### src/rtl/instr_fetch_unit.sv
// instr_fetch_unit: MIPS fetch stage owning the PC, fetching over req/ack and committing next PC on retire
module instr_fetch_unit #(
    parameter logic [31:0] RESET_PC = 32'h0000_0000
) (
    input  logic        clk,
    input  logic        rst_n,
    output logic        imem_req,
    output logic [31:0] imem_addr,
    input  logic        imem_ack,
    input  logic [31:0] imem_rdata,
    output logic [31:0] instr,
    output logic        instr_valid,
    input  logic        instr_ready,
    input  logic        jump_f,
    input  logic        branch_f,
    input  logic        zero,
    output logic [31:0] pc,
    output logic [31:0] pc_plus4,
    output logic [31:0] retire_cnt
);
    typedef enum logic [1:0] {IDLE, FETCH, HOLD} state_t;

    state_t      state, state_nxt;
    logic [31:0] pc_nxt;
    logic        retire;

    assign retire      = (state == HOLD) && instr_ready;
    assign imem_req    = (state == FETCH);
    assign instr_valid = (state == HOLD);
    assign imem_addr   = pc;
    assign pc_plus4    = pc + 32'd4;

    // State register
    always_ff @(posedge clk or negedge rst_n)
        if (!rst_n) state <= IDLE;
        else        state <= state_nxt;

    // Next state: IDLE leaves immediately, FETCH waits for ack, HOLD waits for retire
    always_comb begin
        state_nxt = state;
        case (state)
            IDLE:    state_nxt = FETCH;
            FETCH:   state_nxt = imem_ack ? HOLD : FETCH;
            HOLD:    state_nxt = instr_ready ? FETCH : HOLD;
            default: state_nxt = IDLE;
        endcase
    end

    // Next PC: jump beats taken branch beats fall-through
    always_comb begin
        pc_nxt = jump_f              ? {pc_plus4[31:28], instr[25:0], 2'b00} :
                 (branch_f && zero)  ? pc_plus4 + {{14{instr[15]}}, instr[15:0], 2'b00} :
                                       pc_plus4;
    end

    // Instruction capture on ack, PC commit and retire count on retirement
    always_ff @(posedge clk or negedge rst_n)
        if (!rst_n) begin
            pc         <= RESET_PC;
            instr      <= 32'd0;
            retire_cnt <= 32'd0;
        end else begin
            if (state == FETCH && imem_ack) instr <= imem_rdata;
            if (retire) begin
                pc         <= pc_nxt;
                retire_cnt <= retire_cnt + 32'd1;
            end
        end
endmodule

### config.mk
export PLATFORM = sky130hd
export DESIGN_NAME = instr_fetch_unit
export DESIGN_NICKNAME = d
export VERILOG_FILES = /design/src/rtl/instr_fetch_unit.sv
export SDC_FILE = /design/constraint.sdc
export NUM_CORES = 1
export LEC_CHECK = 0
export CAP_MARGIN = 20
export CORE_UTILIZATION = 44
export DETAILED_ROUTE_END_ITERATION = 6
export PLACE_DENSITY = 0.83
export RECOVER_POWER = 50
export SETUP_SLACK_MARGIN = 0.1
export SLEW_MARGIN = 30
export SYNTH_ARGS = -nofsm -noshare
export SYNTH_HDL_FRONTEND = slang
export SYNTH_SLANG_ARGS = --single-unit
export TNS_END_PERCENT = 100
### constraint.sdc
create_clock -name clk -period 3.9 [get_ports clk]
set_input_delay 1.17 -clock clk [delete_from_list [all_inputs] [get_ports clk]]
set_output_delay 1.17 -clock clk [all_outputs]
set_load 0.02 [all_outputs]
# ---- After elaboration in Yosys (flattened, before gate mapping)
# Cells that the tools add are included.
dict set report totals {
  register_bits 98
  input_bits 39
  output_inout_bits 162
  wordCells 18
}
dict set report op_classes {
  addsub 3
  n_eq_ne 2
  n_mux 5
  reduce_logical 4
}
# op count
set ops {}
lappend ops {{$mux 32} 2}
lappend ops {{$add 32x1->32 const B} 1}
lappend ops {{$add 32x3->32 const B} 1}
lappend ops {{$add 32x32->32} 1}
lappend ops {{$pmux 2 s3} 1}
lappend ops {{$mux 2} 2}
lappend ops {{$logic_and 1x1->1} 3}
lappend ops {{$eq 2x1->1 const B} 1}
lappend ops {{$eq 2x2->1 const B} 1}
lappend ops {{$logic_not 2->1} 1}

# ---- Logic depth before layout (Yosys ltp)
dict set report logic_depth {
  ltp_word 4
  depth_mapped 17
  depth_no_buf 16
}

# ---- Worst setup path after synthesis
# OpenSTA, ideal clock, no wires.
dict set report synth_path {
  kind {flip-flop to flip-flop}
  start {register pc[13] (netlist: imem_addr[13])}
  end {register pc[27] (netlist: imem_addr[27])}
  setup_time_ns 0.095
  arrival_time_ns 3.959
  t_required_ns 3.805
  slack_ns -0.155
  path_stages_with_launch 15
  n_path_buf 1
  period_less_slack_ns 4.055
  cell_sequence {dfrtp_1 and4_1 nand4_1 or4_2 xnor2_1 ha_1 clkbuf_1 nand4_1 nor4_1 a21boi_0 nor3_1 o31ai_1 xnor2_1 o211a_1 o31ai_1}
}
dict set report synth_between {
  elab_chain_cells 4
}
# item line_no
set synth_lines {}
lappend synth_lines {{start, declared} 17} ;# output logic [31:0] pc,
lappend synth_lines {{start signal, assigned} 65} ;# pc <= pc_nxt;
lappend synth_lines {{$add 32x3->32} 31} ;# assign pc_plus4 = pc + 32'd4;
lappend synth_lines {{via pc_plus4[20]} 18} ;# output logic [31:0] pc_plus4,
lappend synth_lines {{$add 32x32->32} 52} ;# (branch_f && zero) ? pc_plus4 + {{14{instr[15]}}, instr[15:0], 2'b00} :
lappend synth_lines {{$mux 32} 52}
lappend synth_lines {{$mux 32} 51} ;# pc_nxt = jump_f ? {pc_plus4[31:28], instr[25:0], 2'b00} :
# The timed path passes the listed nets, and every way through them passes these cells.
# A chain may end at the register's enable or synchronous reset.

# ---- Worst setup path in the final report
dict set report layout_path {
  start {register pc[3] (netlist: imem_addr[3])}
  end {output pc_plus4[22]}
}
dict set report layout_between {
  elab_chain_cells 1
}
# item line_no
set layout_lines {}
lappend layout_lines {{$add 32x3->32} 31}
lappend layout_lines {{end, declared} 18}
# No other way between the ends.

==> impl_metrics.sql <==
INSERT INTO impl_metrics (metric_group, metric, value, unit) VALUES
('grt', 'global_route.usage.met1', '0.355', ''),
('floorplanning', 'fp.dieArea', '0.0158', 'mm^2'),
('logic_synthesis', 'syn-instance-count', '741', ''),
('floorplanning', 'floorplan.initialDensity', '0.457', ''),
('grt', 'grt_overflow_total', '0', ''),
('critical_path', 'rrSetupSlack', '0.20', 'ns'),
('finish', 'design.final.nets', '1013', ''),
('finish', 'area.growth.synth_to_final', '37.7', '%'),
('finish', 'insertedDiodeCount', '0', ''),
('power', 'netSwitchingPower', '0.00420', 'W'),
('critical_path', 'critical_path_class', 'reg -> out', ''),
('clock_tree', 'max-clock-path-buffers', '2', ''),
('clock_tree', 'cts-htree-levels', '3', ''),
('critical_path', 'maximum_fanout_count_along_the_critical_path', '5', ''),
('grt', 'first_pass_grt_wire_length', '34300', 'um'),
('logic_synthesis', 'postSynthRegisterBits', '96', ''),
('critical_path', 'worst_setup_path_startpoint', 'imem_addr[3]', ''),
('finish', 'total_area_of_multi_input_combinational_cells', '0.00404', 'mm^2'),
('logic_synthesis', 'yosysUniqueCellTypes', '63', ''),
('drt', 'avgRoutedWirePerCell', '19.2', 'um'),
('run', 'drv_cap', '2', ''),
('logic_synthesis', 'asyncSetResetFlopFracSynth', '1.00', ''),
('timing', 'report.final.slew_viol_count', '90', ''),
('critical_path', 'worst_r2r_path_depth', '17', ''),
('grt', 'grt_usage', '0.277', ''),
('floorplanning', 'number_of_placed_i_o_pins', '201', ''),
('critical_path', 'crit_path_end_kind', 'output pin', ''),
('timing', 'max_slew_margin', '-0.0563', ''),
('critical_path', 'reg2reg_from', 'imem_addr[3]', ''),
('floorplanning', 'die_y', '126', 'um'),
('finish', 'n_fill_cell', '1250', ''),
('grt', 'via_count_of_the_first_global_routing_pass', '6369', ''),
('run_status', 'failed_checks', 'capacitance limit, slew limit', ''),
('grt', 'pin_count_of_the_biggest_net_entering_global_routing', '64', ''),
('finish', 'final_cell_area', '0.00929', 'mm^2'),
('critical_path', 'crit_path_required_time', '2.73', 'ns'),
('finish', 'area.sequential', '0.00241', 'mm^2'),
('grt', 'grt_util_met2', '0.452', ''),
('placed_design', 'number_of_buffer_cells_added_on_primary_ports', '194', ''),
('min_path', 'worst_hold_path_type', 'reg -> reg', ''),
('timing', 'worst_hold_slack_across_all_endpoints', '0.467', 'ns'),
('placed_design', 'place.gp.congestion', '0.948', ''),
('finish', 'share_of_post_route_cells_with_drive_strength_above_1', '0.140', ''),
('clock_tree', 'hold_buffers', '0', ''),
('clock_tree', 'cts.root.buffer_cell', 'sky130_fd_sc_hd__clkbuf_16', ''),
('clock_tree', 'cts_num_sinks', '96', ''),
('power', 'power_density', '937', 'mW/mm^2'),
('logic_synthesis', 'synth_warnings', '0', ''),
('power', 'internal-power', '0.00450', 'W'),
('critical_path', 'crit_arrival', '2.58', 'ns'),
('timing', 'final.period_utilization', '0.963', ''),
('floorplanning', 'core-area', '0.0148', 'mm^2'),
('run_status', 'outcome', 'finished with violations', ''),
('grt', 'busiest_grt_layer', 'met2', ''),
('timing', 'min_period', '3.75', 'ns'),
('min_path', 'worstHoldPathCells', '1', ''),
('clock_tree', 'clk_pin_slew_worst_paths', '0.07', 'ns'),
('critical_path', 'crit_path_start_kind', 'flip-flop', ''),
('logic_synthesis', 'register_area_share_after_synthesis', '0.356', ''),
('timing', 'timing.final.hold_violations', '0', ''),
('timing', 'rsz0062_at_grt', 'true', ''),
('min_path', 'hold_end', 'retire_cnt[31]', ''),
('floorplanning', 'row_count', '44', ''),
('power', 'combinationalPowerShare', '0.691', ''),
('timing', 'setup_violations', '0', ''),
('drt', 'drt_wl_total', '21500', 'um'),
('power', 'reported_leakage_power', '4.14', 'nW'),
('power', 'netSwitchingFraction', '0.482', ''),
('timing', 'timing.fmax', '266', 'MHz'),
('logic_synthesis', 'synthesis.area_per_instance', '9.10', 'um^2'),
('logic_synthesis', 'synth.cell_area', '0.00675', 'mm^2');
## cell families after synthesis
group | after synthesis | synth area share
AO/OA/AOI/OAI | 171 | 0.161
XOR/XNOR | 77 | 0.103
adder cells (fa/ha/maj) | 39 | 0.0735
buffers and inverters | 82 | 0.0675
flip-flops | 96 | 0.356
multiplexers | 37 | 0.0608
other | 1 | 0.000556
AND/OR/NAND/NOR | 238 | 0.178
## critical path: stages, from the launching register on
cell and delay [ns]:
sky130_fd_sc_hd__dfrtp_1 0.37, sky130_fd_sc_hd__buf_4 0.14, sky130_fd_sc_hd__ha_1 0.23, sky130_fd_sc_hd__nand2_1 0.23, sky130_fd_sc_hd__nor4_4 0.30, sky130_fd_sc_hd__xor2_1 0.22
sky130_fd_sc_hd__buf_4 0.14, sky130_fd_sc_hd__clkdlybuf4s50_1 0.60
## placed cells by master, fill, tap and decap left out, types with 5 or more instances in the layout
| cell | count |
|---|---|
| sky130_fd_sc_hd__a211oi_1 | 11 |
| sky130_fd_sc_hd__xnor2_2 | 6 |
| sky130_fd_sc_hd__mux2i_1 | 5 |
| sky130_fd_sc_hd__nand3_1 | 22 |
| sky130_fd_sc_hd__ha_1 | 36 |
| sky130_fd_sc_hd__and3_1 | 7 |
| sky130_fd_sc_hd__o211ai_1 | 6 |
| sky130_fd_sc_hd__o31ai_1 | 6 |
| sky130_fd_sc_hd__o21bai_1 | 6 |
| sky130_fd_sc_hd__a21o_1 | 18 |
| sky130_fd_sc_hd__conb_1 | 6 |
| sky130_fd_sc_hd__nand2_1 | 78 |
| sky130_fd_sc_hd__xnor2_1 | 46 |
| sky130_fd_sc_hd__a31oi_1 | 6 |
| sky130_fd_sc_hd__nand4_1 | 21 |
| sky130_fd_sc_hd__clkbuf_1 | 6 |
| sky130_fd_sc_hd__buf_4 | 39 |
| sky130_fd_sc_hd__inv_1 | 21 |
| sky130_fd_sc_hd__nor3_1 | 10 |
| sky130_fd_sc_hd__dlygate4sd3_1 | 33 |
| sky130_fd_sc_hd__xor2_1 | 22 |
| sky130_fd_sc_hd__clkbuf_16 | 9 |
| sky130_fd_sc_hd__mux2_2 | 31 |
| sky130_fd_sc_hd__and4_1 | 8 |
| sky130_fd_sc_hd__dlygate4sd2_1 | 7 |
| sky130_fd_sc_hd__or3_1 | 5 |
| sky130_fd_sc_hd__a21oi_1 | 44 |
| sky130_fd_sc_hd__dfrtp_1 | 92 |
| sky130_fd_sc_hd__clkdlybuf4s50_1 | 145 |
| sky130_fd_sc_hd__nor2b_1 | 6 |
| sky130_fd_sc_hd__nor2_1 | 51 |
| sky130_fd_sc_hd__o21ai_0 | 40 |
## power by group through the flow
stage	clock network (W)	logic [W]	registers, W
floorplan	0	0.00332	0.00216
global placement	0	0.00583	0.00176
detailed placement	0	0.00588	0.00178
CTS	0.000933	0.00593	0.00177
global route	0.000978	0.00645	0.00183
finish	0.000918	0.00601	0.00177
## what timing repair did
action	in CTS	in global routing
setup endpoints to repair	15	21
pin swaps	2	1
setup buffers	1	3
resized for setup	23	22
## stage by stage
stage,setup WS (ns),cells,total power (W),setup TNS (ns)
after global routing,-0.0118,1124,0.00925,-0.0118
after CTS,0.0745,1121,0.00863,0
final,0.146,1124,0.00870,0
after floorplan,0.125,746,0.00548,0
after global placement,0.138,1104,0.00758,0
after detailed placement,0.0978,1104,0.00766,0
## metal layers
metal  vias to the layer above  wire (um)  share of wire
met5                         -          0              0
met4                         0        681          0.032
met3                        50       1710          0.079
met2                       289      10400           0.48
met1                      3136       8750           0.41
li1                       2998          -              -
## registers in the layout, indices dropped and copies added, names as in the netlist
name / cells
instr: 32
imem_addr: 30
retire_cnt: 32
state: 2
## cell type report
| type | instances | share of cell area |
|---|---|---|
| Multi-Input combinational cell | 568 | 0.435 |
| Timing Repair Buffer | 239 | 0.241 |
| Sequential cell | 96 | 0.259 |
| Clock inverter | 6 | 0.00620 |
| Tap cell | 184 | 0.0248 |
| Clock buffer | 10 | 0.0257 |
| Inverter | 21 | 0.00849 |
## synthesized netlist by cell type, drive strengths merged (3+ instances only)
cell type / n / area (um^2)
o21bai: 6 / 45.0
and4: 10 / 90.1
clkbuf: 19 / 71.3
a211oi: 11 / 82.6
nor2: 53 / 199
buf: 42 / 305
o21a: 4 / 30.0
nand3: 22 / 110
o31ai: 7 / 52.6
xor2: 25 / 238
ha: 38 / 475
mux2: 32 / 360
a22oi: 3 / 22.5
nor2b: 6 / 37.5
or3: 6 / 42.5
o22ai: 3 / 18.8
or2: 5 / 31.3
a21boi: 4 / 30.0
o211ai: 6 / 45.0
nand4: 22 / 153
mux2i: 5 / 50.1
a311oi: 3 / 26.3
o21ai: 42 / 210
inv: 21 / 78.8
and3: 8 / 51.3
nor3: 12 / 71.3
nor4: 4 / 25.0
dfrtp: 96 / 2400
nand3b: 3 / 22.5
a21oi: 44 / 220
nand2: 79 / 297
a21o: 18 / 135
a31oi: 7 / 43.8
xnor2: 52 / 455
## worst max path at each step
stage	end	cells after the start	slack [ns]
global placement	pc_plus4[31]	7	0.14
detailed placement	imem_addr[27]	13	0.1
floorplan	imem_addr[30]	17	0.12
finish	pc_plus4[22]	7	0.15
global route	imem_addr[29]	17	-0.01
CTS	pc_plus4[30]	8	0.07
Note: power is estimated with default switching activity, not from simulation.
